<file path="src/rtl/ifu_prefetch_buf.sv">
// Instruction prefetch unit: owns the fetch PC, keeps up to MAX_OUTST bus reads in flight
// and buffers returned instructions in a DEPTH-entry FIFO popped by the decode stage.
module ifu_prefetch_buf #(
  parameter int unsigned       DEPTH     = 4,
  parameter int unsigned       MAX_OUTST = 2,
  parameter int unsigned       ADDR_W    = 32,
  parameter int unsigned       DATA_W    = 32,
  parameter logic [ADDR_W-1:0] RESET_PC  = '0
) (
  input  logic                     clk,
  input  logic                     rst,
  input  logic                     jump_flag_i,
  input  logic [ADDR_W-1:0]        jump_addr_i,
  input  logic                     halt_i,
  output logic                     fetch_req_o,
  output logic [ADDR_W-1:0]        fetch_addr_o,
  input  logic                     fetch_gnt_i,
  input  logic                     fetch_rvalid_i,
  input  logic [DATA_W-1:0]        fetch_rdata_i,
  output logic                     inst_valid_o,
  output logic [DATA_W-1:0]        inst_o,
  output logic [ADDR_W-1:0]        inst_addr_o,
  input  logic                     inst_ready_i,
  output logic [$clog2(DEPTH):0]   count_o
);

  localparam int unsigned PW = $clog2(DEPTH);
  localparam int unsigned CW = PW + 1;
  localparam int unsigned OW = $clog2(MAX_OUTST + 1);
  localparam int unsigned SW = CW + 1;

  localparam logic [ADDR_W-1:0] PC_STEP  = ADDR_W'(4);
  localparam logic [DATA_W-1:0] NOP      = DATA_W'(32'h0000_0013);
  localparam logic [SW-1:0]     DEPTH_S  = SW'(DEPTH);
  localparam logic [OW-1:0]     MAX_O    = OW'(MAX_OUTST);
  localparam logic [OW-1:0]     O_ONE    = OW'(1);
  localparam logic [PW-1:0]     PTR_ONE  = PW'(1);

  logic [ADDR_W-1:0] pc_q;
  logic [ADDR_W-1:0] resp_pc_q;
  logic [OW-1:0]     outst_q;
  logic [OW-1:0]     discard_q;
  logic [CW-1:0]     count_q;
  logic [PW-1:0]     wr_ptr_q;
  logic [PW-1:0]     rd_ptr_q;

  logic [ADDR_W-1:0] addr_mem [DEPTH];
  logic [DATA_W-1:0] data_mem [DEPTH];

  logic [SW-1:0]     reserved;
  logic              issue;
  logic              grant;
  logic              resp_ok;
  logic              push;
  logic              pop;
  logic              empty;
  logic              head_valid;
  logic [OW-1:0]     outst_next;
  logic [ADDR_W-1:0] jump_tgt;

  logic unused_jump_lsb;
  assign unused_jump_lsb = ^jump_addr_i[1:0];

  always_comb begin
    jump_tgt   = {jump_addr_i[ADDR_W-1:2], 2'b00};
    // Slots already filled plus slots promised to in-flight reads; a push can never overflow.
    reserved   = SW'(count_q) + SW'(outst_q);
    issue      = rst & ~halt_i & ~jump_flag_i & (outst_q < MAX_O) & (reserved < DEPTH_S);
    grant      = issue & fetch_gnt_i;
    resp_ok    = fetch_rvalid_i & (outst_q != '0);
    push       = resp_ok & (discard_q == '0) & ~jump_flag_i;
    empty      = (count_q == '0);
    head_valid = ~empty & ~jump_flag_i;
    pop        = head_valid & inst_ready_i;
    outst_next = outst_q + OW'(grant) - OW'(resp_ok);
  end

  assign fetch_req_o  = issue;
  assign fetch_addr_o = pc_q;
  assign inst_valid_o = head_valid;
  assign inst_o       = empty ? NOP : data_mem[rd_ptr_q];
  assign inst_addr_o  = empty ? '0  : addr_mem[rd_ptr_q];
  assign count_o      = count_q;

  always_ff @(posedge clk or negedge rst) begin
    if (!rst) begin
      pc_q      <= RESET_PC;
      resp_pc_q <= RESET_PC;
      outst_q   <= '0;
      discard_q <= '0;
      count_q   <= '0;
      wr_ptr_q  <= '0;
      rd_ptr_q  <= '0;
    end else begin
      outst_q <= outst_next;
      if (jump_flag_i) begin
        // Every read still on the bus after this edge belongs to the old stream.
        pc_q      <= jump_tgt;
        resp_pc_q <= jump_tgt;
        discard_q <= outst_next;
        count_q   <= '0;
        wr_ptr_q  <= '0;
        rd_ptr_q  <= '0;
      end else begin
        if (grant) pc_q <= pc_q + PC_STEP;
        if (resp_ok && (discard_q != '0)) discard_q <= discard_q - O_ONE;
        if (push) begin
          resp_pc_q <= resp_pc_q + PC_STEP;
          wr_ptr_q  <= wr_ptr_q + PTR_ONE;
        end
        if (pop) rd_ptr_q <= rd_ptr_q + PTR_ONE;
        count_q <= count_q + CW'(push) - CW'(pop);
      end
    end
  end

  always_ff @(posedge clk) begin
    if (push) begin
      addr_mem[wr_ptr_q] <= resp_pc_q;
      data_mem[wr_ptr_q] <= fetch_rdata_i;
    end
  end

endmodule

</file>
<file path="config.mk">
export PLATFORM = sky130hd
export DESIGN_NAME = ifu_prefetch_buf
export DESIGN_NICKNAME = d
export VERILOG_FILES = /design/src/rtl/ifu_prefetch_buf.sv
export SDC_FILE = /design/constraint.sdc
export NUM_CORES = 1
export LEC_CHECK = 0
export ABC_AREA = 1
export BUFFER_PORTS_ARGS = -buffer_cell sky130_fd_sc_hd__buf_4
export CORE_UTILIZATION = 63
export DETAILED_ROUTE_END_ITERATION = 12
export PLACE_DENSITY = 0.83
export SLEW_MARGIN = 20
export SYNTH_ARGS = -nofsm -noshare
export SYNTH_HDL_FRONTEND = slang
export SYNTH_SLANG_ARGS = --single-unit
</file>
<file path="constraint.sdc">
create_clock -name clk -period 7.5 [get_ports clk]
set_clock_uncertainty 0.1 [all_clocks]
set_input_delay 1.875 -clock clk [delete_from_list [all_inputs] [get_ports clk]]
set_output_delay 1.875 -clock clk [all_outputs]
set_load 0.1 [all_outputs]
</file>
==> summary.txt, run 1 <==
Outcome
  – Outcome: complete, no violations

GRT
  – Via count of the first global-routing pass: 10800
  – Wire length of the first global-routing pass: 55000 µm
  – Pin count of the biggest net entering global routing: 91
  – Antenna violations before repair: 0
  – Residual overflow from global routing: 0
  – Global router's overall resource usage: 29.8%

Route
  – Number of optimization iterations in the first detailed-route pass: 8
  – Drt first-iter violations: 1027
  – Residual DRC count: 0
  – Via-to-Cell Ratio: 5.83
  – DRT Wirelength: 35300 µm
  – Antenna violation net count after detailed routing: 0
  – Average detailed-routed wire length per instance: 18.4 µm
  – Vias: 11200

Clocking
  – Maximum level of the CTS H-tree: 1
  – Sinks on the clock net: 319
  – Post-CTS Hold Buffers: 0
  – Count of instances resized after the clock tree is built: 0
  – CTS max path bufs: 3
  – CTS tree: built
  – Buffer type at the clock tree root: sky130_fd_sc_hd__clkbuf_16
  – Total CTS buffers: 31
  – Clk pin slew, worst setup/hold paths: 60 ps
  – Clock Latency Late Sink: 550 ps
  – Count of buffers added by post-CTS timing repair for setup: 0

Placement
  – Number of buffer cells added on primary ports: 165
  – Detail Placement HPWL: 21900 µm
  – Cell area after placement: 0.0160 mm²
  – Weighted congestion at the end of routability-driven global placement: 0.945
  – Post-Place Cells: 1859

Die
  – Area of the placeable core: 0.0227 mm²
  – Effective utilization at floorplan: 64.3%
  – Die extent in y: 154 µm
  – Number of top-level pins: 172
  – Floorplan die width: 154 µm
  – Number of standard-cell rows in the floorplan: 55
  – Total die area: 0.0238 mm²

Timing
  – Final slew viol count: 0
  – Final Hold Vio Count: 0
  – Rel. slew slack: 33.0%
  – Slew @ Worst Pin: 1000 ps
  – Period Utilization, post-route: 71.7%
  – Setup repair after global routing missed its margin: false
  – Maximum clock frequency: 186 MHz
  – Minimum period implied by the final worst setup slack: 5380 ps
  – Setup violation total in the final timing report: 0
  – Total negative slack for setup checks: 0 ps

Layout
  – Antenna Cells: 0
  – Count of filler cells inserted in the layout: 1512
  – Register area: 0.00923 mm²
  – Area Growth Syn to Fin: 16.1%
  – Fin area: 0.0169 mm²
  – Fraction of layout cells with a size suffix above 1: 17.5%
  – Net total in the final layout: 1692
  – Multi-input combinational cell area: 0.00466 mm²
  – Number of standard cells in the final layout excluding fillers: 1916

Setup path
  – CP Launch Type: flip-flop
  – CP Capture Type: output port
  – CP required: 5530 ps
  – CP Cell Sequence: inv_2 > buf_4 > nor2_1 > o311ai_0 > buf_4
  – Most frequent CP cell: sky130_fd_sc_hd__buf_4
  – Classification of the worst setup path: flip-flop to output port
  – CP max stage delay: 700 ps
  – WP data arrival: 3400 ps
  – Biggest fanout along the worst timing path: 66
  – Worst Reg-to-Reg Cells: 14
  – Slowest-stage cell, CP: sky130_fd_sc_hd__inv_2

Synthesis
  – Mean post-synth cell area: 9.97 µm²
  – Most used flip-flop cell after synthesis: sky130_fd_sc_hd__edfxtp_1
  – Post-Synthesis Cells: 1463
  – Post-synthesis register bit count: 319
  – Largest cells by area after synthesis: sky130_fd_sc_hd__edfxtp_1 51%, sky130_fd_sc_hd__dfrtp_1 12%, sky130_fd_sc_hd__nor2_1 8.1%, sky130_fd_sc_hd__nand2_1 5.6%, sky130_fd_sc_hd__o21ai_0 5.4%
  – Sequential cell area fraction in the yosys report: 63.2%
  – Post-Synthesis Cell Area: 0.0146 mm²
  – Area leader, netlist: sky130_fd_sc_hd__edfxtp_1
  – Post-synth ARST share: 22.3%
  – Share of the synthesized area in the top cell type: 51.0%
  – Number of library cell types mapped by synthesis: 39
  – Number of enable flip-flop cells after synthesis: 248
  – Count of warnings emitted by yosys: 0

Hold path
  – Number of cells on the worst hold path: 2
  – Tightest Hold Check Type: flip-flop to flip-flop

Power and ir drop
  – Sequential share of power: 32.8%
  – Switching pwr: 0.00340 W
  – Power Internal: 0.00349 W
  – Static leakage: 6.84 nW
  – P per Cell Area: 406 mW/mm²
  – Power share of the combinational group: 46.2%
  – Part of the power in the clock network: 21.0%
  – Largest voltage drop on the vdd net: 0.242 mV
  – Sw Ratio: 49.3%

Run
  – Max_cap viols: 0
-- placed cells by master (no fill, tap or decap), types with 12 or more instances in the layout --
| master | instances |
|---|---|
| sky130_fd_sc_hd__a21oi_1 | 80 |
| sky130_fd_sc_hd__buf_4 | 176 |
| sky130_fd_sc_hd__clkbuf_16 | 31 |
| sky130_fd_sc_hd__dfrtp_1 | 69 |
| sky130_fd_sc_hd__edfxtp_1 | 248 |
| sky130_fd_sc_hd__ha_1 | 12 |
| sky130_fd_sc_hd__inv_1 | 101 |
| sky130_fd_sc_hd__nand2_1 | 219 |
| sky130_fd_sc_hd__nand2_2 | 12 |
| sky130_fd_sc_hd__nand3_1 | 59 |
| sky130_fd_sc_hd__nand4_1 | 15 |
| sky130_fd_sc_hd__nor2_1 | 311 |
| sky130_fd_sc_hd__nor2_4 | 13 |
| sky130_fd_sc_hd__o211ai_1 | 15 |
| sky130_fd_sc_hd__o21ai_0 | 156 |
| sky130_fd_sc_hd__xor2_1 | 13 |
-- cell type report --
cell class                      count  area share, %
Clock buffer                       42           4.94
Clock inverter                     14          0.598
Inverter                          112           2.48
Multi-Input combinational cell    967           27.5
Sequential cell                   319           54.5
Tap cell                          285           2.10
Timing Repair Buffer              177           7.92
-- cells by family (layout without fill, tap and decap cells) --
group / Yosys count / count (layout) / share of synthesized area [%]
compound gates: 271 / 271 / 9.83
xor+xnor: 16 / 16 / 0.960
other cells: 1 / 4 / 0.0257
fa+ha+maj: 13 / 13 / 1.17
simple gates: 663 / 663 / 19.7
buf+inv: 180 / 345 / 5.15
flops: 319 / 319 / 63.2
-- per-stage QoR --
stage | hold slack [ps] | setup slack, ps | util (%) | total power [W]
after floorplan | 409 | 1330 | - | 0.00475
after global placement | 429 | 2290 | 70.4 | 0.00539
after detailed placement | 435 | 2280 | 70.4 | 0.00545
after CTS | 454 | 2120 | 74.5 | 0.00688
after global routing | 480 | 1940 | 74.6 | 0.00714
final | 456 | 2120 | 74.6 | 0.00689
-- flip-flops by register name, indices dropped and copies added, names as in the netlist --
register      count
addr_mem        120
count_o           3
data_mem        128
discard_q         2
fetch_addr_o     30
outst_q           2
rd_ptr_q          2
resp_pc_q        30
wr_ptr_q          2
-- critical path, delay by kind of cell (launching register included) --
family                 cells  cell delay, ps
buffers and inverters      3            1700
DFF                        1             660
AOI/OAI and AO/OA          1             350
and+or+nand+nor            1              90
-- power by group through the flow --
| stage | combinational (W) | clock, W | sequential, W |
|---|---|---|---|
| floorplan | 0.00235 | 0 | 0.00240 |
| global placement | 0.00311 | 0 | 0.00227 |
| detailed placement | 0.00316 | 0 | 0.00228 |
| CTS | 0.00318 | 0.00145 | 0.00225 |
| global route | 0.00334 | 0.00153 | 0.00227 |
| finish | 0.00318 | 0.00145 | 0.00226 |
-- Yosys cell counts, types with 2 or more instances --
master / count
sky130_fd_sc_hd__nor2_1: 315
sky130_fd_sc_hd__edfxtp_1: 248
sky130_fd_sc_hd__nand2_1: 219
sky130_fd_sc_hd__o21ai_0: 156
sky130_fd_sc_hd__inv_1: 101
sky130_fd_sc_hd__a21oi_1: 80
sky130_fd_sc_hd__dfrtp_1: 71
sky130_fd_sc_hd__nand3_1: 59
sky130_fd_sc_hd__buf_2: 25
sky130_fd_sc_hd__clkbuf_1: 25
sky130_fd_sc_hd__nand4_1: 15
sky130_fd_sc_hd__o211ai_1: 15
sky130_fd_sc_hd__xor2_1: 13
sky130_fd_sc_hd__buf_4: 12
sky130_fd_sc_hd__ha_1: 12
sky130_fd_sc_hd__nand2_2: 12
sky130_fd_sc_hd__inv_2: 10
sky130_fd_sc_hd__nor2_2: 10
sky130_fd_sc_hd__nor2_4: 9
sky130_fd_sc_hd__nor3_1: 7
sky130_fd_sc_hd__buf_1: 6
sky130_fd_sc_hd__nand2_4: 6
sky130_fd_sc_hd__o21ai_1: 5
sky130_fd_sc_hd__a31oi_1: 4
sky130_fd_sc_hd__nand3_2: 3
sky130_fd_sc_hd__nand3b_1: 3
sky130_fd_sc_hd__nor2_8: 3
sky130_fd_sc_hd__o311ai_0: 3
sky130_fd_sc_hd__xnor2_1: 3
sky130_fd_sc_hd__a21oi_2: 2
sky130_fd_sc_hd__nor3_2: 2
sky130_fd_sc_hd__o221ai_1: 2
-- routing by layer --
| metal | track usage [%] | part of all wire, % | vias to the layer above |
|---|---|---|---|
| li1 | - | - | 5232 |
| met1 | 37.9 | 38 | 5295 |
| met2 | 52.2 | 50 | 558 |
| met3 | 4.17 | 8.6 | 80 |
| met4 | 11.5 | 3.2 | 0 |
| met5 | 0 | 0 | - |
-- final timing paths --
path / from / slack (ps) / endpoint
worst max-delay path: rd_ptr_q[0]$_DFFE_PN0P_ / 2120 / inst_o[0]
worst min-delay path: discard_q[1]$_DFFE_PN0P_ / 460 / discard_q[1]$_DFFE_PN0P_
worst max register to register: count_o[1]$_DFF_PN0_ / 3810 / count_o[2]$_DFF_PN0_
worst min register to register: discard_q[1]$_DFFE_PN0P_ / 460 / discard_q[1]$_DFFE_PN0P_
max in group asynchronous: rst / 5190 / fetch_addr_o[14]$_DFFE_PN0P_
min in group asynchronous: rst / 1130 / fetch_addr_o[29]$_DFFE_PN0P_
(Power assumes the default switching activity.)
==> run 2: changes to the inputs <==
--- a/config.mk
+++ b/config.mk
@@ -7,9 +7,9 @@
 export LEC_CHECK = 0
 export ABC_AREA = 1
 export BUFFER_PORTS_ARGS = -buffer_cell sky130_fd_sc_hd__buf_4
-export CORE_UTILIZATION = 63
+export CORE_UTILIZATION = 53
 export DETAILED_ROUTE_END_ITERATION = 12
-export PLACE_DENSITY = 0.83
+export PLACE_DENSITY = 0.74
 export SLEW_MARGIN = 20
 export SYNTH_ARGS = -nofsm -noshare
 export SYNTH_HDL_FRONTEND = slang
==> constraint.sdc (replaced) <==
create_clock -name clk -period 4.7 [get_ports clk]
set_clock_uncertainty 0.1 [all_clocks]
set_input_delay 1.175 -clock clk [delete_from_list [all_inputs] [get_ports clk]]
set_output_delay 1.175 -clock clk [all_outputs]
set_load 0.1 [all_outputs]
==> run 2 against run 1 <==
Effect of this change: first-iteration DRC count decreased by 18%; non-clock buffer count increased by 8; sequential power increased by 58%; clock power increased by 79%; count of clock-buffer cells in the layout decreased by 3; wire length increased by 0.67%; die area increased by 19%.
==> summary.txt, run 2 (synthesized netlist as in run 1, its figures left out) <==
Clocking
  – Sinks on the clock net: 319 (unchanged)
  – Maximum level of the CTS H-tree: 2 (+1)
  – CTS tree: built
  – Buffer type at the clock tree root: sky130_fd_sc_hd__clkbuf_16
  – Total CTS buffers: 34 (+9.7%)
  – Post-CTS Hold Buffers: 0 (unchanged)
  – Count of instances resized after the clock tree is built: 0 (unchanged)
  – Clk pin slew, worst setup/hold paths: 70 ps (about the same)
  – Count of buffers added by post-CTS timing repair for setup: 0 (unchanged)
  – CTS max path bufs: 3 (unchanged)
  – Clock Latency Late Sink: 510 ps (-40 ps)

Timing
  – Period Utilization, post-route: 87.0%
  – Maximum clock frequency: 245 MHz
  – Hold slack: 360 ps (-96.6 ps)
  – Total negative slack for setup checks: 0 ps (unchanged)
  – Minimum period implied by the final worst setup slack: 4090 ps
  – Setup repair after global routing missed its margin: false
  – Setup violation total in the final timing report: 0 (unchanged)
  – Slew @ Worst Pin: 947 ps (-58.1 ps)
  – Final slew viol count: 0 (unchanged)
  – Rel. slew slack: 36.8% (+3.8 points)
  – Final Hold Vio Count: 0 (unchanged)

GRT
  – Pin count of the biggest net entering global routing: 70 (-23%)
  – Via count of the first global-routing pass: 10700 (-1.2%)
  – Global router's overall resource usage: 25.3% (-4.6 points)
  – Residual overflow from global routing: 0 (unchanged)
  – Wire length of the first global-routing pass: 55400 µm (+0.71%)
  – Antenna violations before repair: 0 (unchanged)

Setup path
  – WP data arrival: 2810 ps (-590 ps)
  – Minimum setup slack among reg-to-reg paths: 1260 ps (-2550 ps)
  – Worst Reg-to-Reg Cells: 13 (-1)
  – CP required: 3420 ps (-2110 ps)
  – Biggest fanout along the worst timing path: 44 (-33%)
  – Classification of the worst setup path: flip-flop to output port
  – CP Capture Type: output port
  – CP Launch Type: flip-flop

Run
  – Max_cap viols: 0 (unchanged)

Route
  – Average detailed-routed wire length per instance: 17.9 µm (-2.9%)
  – Vias: 11100 (-0.84%)
  – DRT Wirelength: 35600 µm (+0.67%)
  – Residual DRC count: 0 (unchanged)
  – Via-to-Cell Ratio: 5.57 (-4.3%)
  – Number of optimization iterations in the first detailed-route pass: 5 (-3)
  – Antenna violation net count after detailed routing: 0 (unchanged)
  – Drt first-iter violations: 839 (-18%)

Layout
  – Flip-flop count of the largest register after layout: 128 (unchanged)
  – Fraction of layout cells with a size suffix above 1: 17.9% (+0.40 points)
  – Net total in the final layout: 1703 (+0.65%)
  – Count of filler cells inserted in the layout: 2148 (+42%)
  – Final core utilization: 64.0% (-11 points)
  – Register area: 0.00923 mm² (unchanged)
  – Number of standard cells in the final layout excluding fillers: 1986 (+3.7%)
  – Top register by number of flip-flops: data_mem
  – Most common library cell in the layout ignoring fill and taps: sky130_fd_sc_hd__nor2_1
  – Registers with the highest flip-flop counts: data_mem: 128 flops, addr_mem: 120 flops
  – Commonest non-fill, non-tap cells in the layout: 311 x sky130_fd_sc_hd__nor2_1, 248 x sky130_fd_sc_hd__edfxtp_1, 219 x sky130_fd_sc_hd__nand2_1, 183 x sky130_fd_sc_hd__buf_4, 156 x sky130_fd_sc_hd__o21ai_0
  – Area Growth Syn to Fin: 18.1%
  – Antenna Cells: 0 (unchanged)
  – Multi-input combinational cell area: 0.00466 mm² (unchanged)

Placement
  – Detail Placement HPWL: 22300 µm (+1.9%)
  – Weighted congestion at the end of routability-driven global placement: 0.952 (+0.76%)
  – Post-Place Cells: 1924 (+3.5%)
  – Number of buffer cells added on primary ports: 165 (unchanged)

Die
  – Die extent in y: 168 µm (+8.9%)
  – Effective utilization at floorplan: 54.1% (-10 points)
  – Total die area: 0.0282 mm² (+19%)
  – Area of the placeable core: 0.0270 mm² (+19%)
  – Number of top-level pins: 172 (unchanged)
  – Number of standard-cell rows in the floorplan: 60 (+9.1%)
  – Floorplan die width: 168 µm (+8.9%)

Outcome
  – Outcome: complete, no violations

Hold path
  – Tightest Hold Check Type: primary input to asynchronous set/reset pin

Power and ir drop
  – P per Cell Area: 656 mW/mm² (+61%)
  – Static leakage: 6.95 nW (+1.7%)
  – Largest voltage drop on the vdd net: 0.404 mV (+67%)
[run 2: worst paths after layout]
check | start | to
hold / removal | rst | fetch_addr_o[29]$_DFFE_PN0P_
hold reg to reg | discard_q[1]$_DFFE_PN0P_ | discard_q[1]$_DFFE_PN0P_
min in group clk | discard_q[1]$_DFFE_PN0P_ | discard_q[1]$_DFFE_PN0P_
max in group asynchronous | rst | rd_ptr_q[0]$_DFFE_PN0P_
setup / recovery | count_o[1]$_DFF_PN0_ | inst_o[11]
setup reg to reg | count_o[1]$_DFF_PN0_ | count_o[2]$_DFF_PN0_
[run 2: critical path, stage by stage, from the launching register on]
cell and delay [ps]:
sky130_fd_sc_hd__dfrtp_1 470, sky130_fd_sc_hd__nor2_1 120, sky130_fd_sc_hd__nand2_1 260, sky130_fd_sc_hd__inv_2 790
sky130_fd_sc_hd__buf_4 330, sky130_fd_sc_hd__a21oi_1 80, sky130_fd_sc_hd__buf_4 250
[run 2: stage by stage]
stage	worst slack, ps	cell area, µm²	power [W]
after floorplan	-132	14600	0.00758
after global placement	1190	16100	0.00868
after detailed placement	1110	16100	0.00876
after CTS	582	17200	0.0114
after global routing	468	17200	0.0118
final	610	17200	0.0113
[run 2: area by class of cell]
type                       instances  share of cell area, %
multi-input combinational        967                   27.0
timing repair buffer             185                   8.20
inverter                         112                   2.44
clock inverter                    23                   1.16
sequential                       319                   53.5
clock buffer                      39                   5.17
tap                              341                   2.47
[run 2: power breakdown]
| part | internal, W | switching (W) | leakage, nW | total [W] |
|---|---|---|---|---|
| clock network | 0.00153 | 0.00107 | 0.531 | 0.00260 |
| registers | 0.00331 | 0.000264 | 3.10 | 0.00358 |
| logic | 0.000988 | 0.00415 | 3.32 | 0.00513 |
[run 2: layer usage]
metal	up-vias	wire [µm]	global-route usage [%]
met5	-	0	0
met4	0	764	7.66
met2	446	17400	43.5
met1	5315	14400	32.5
met3	63	3030	4.77
li1	5247	-	-
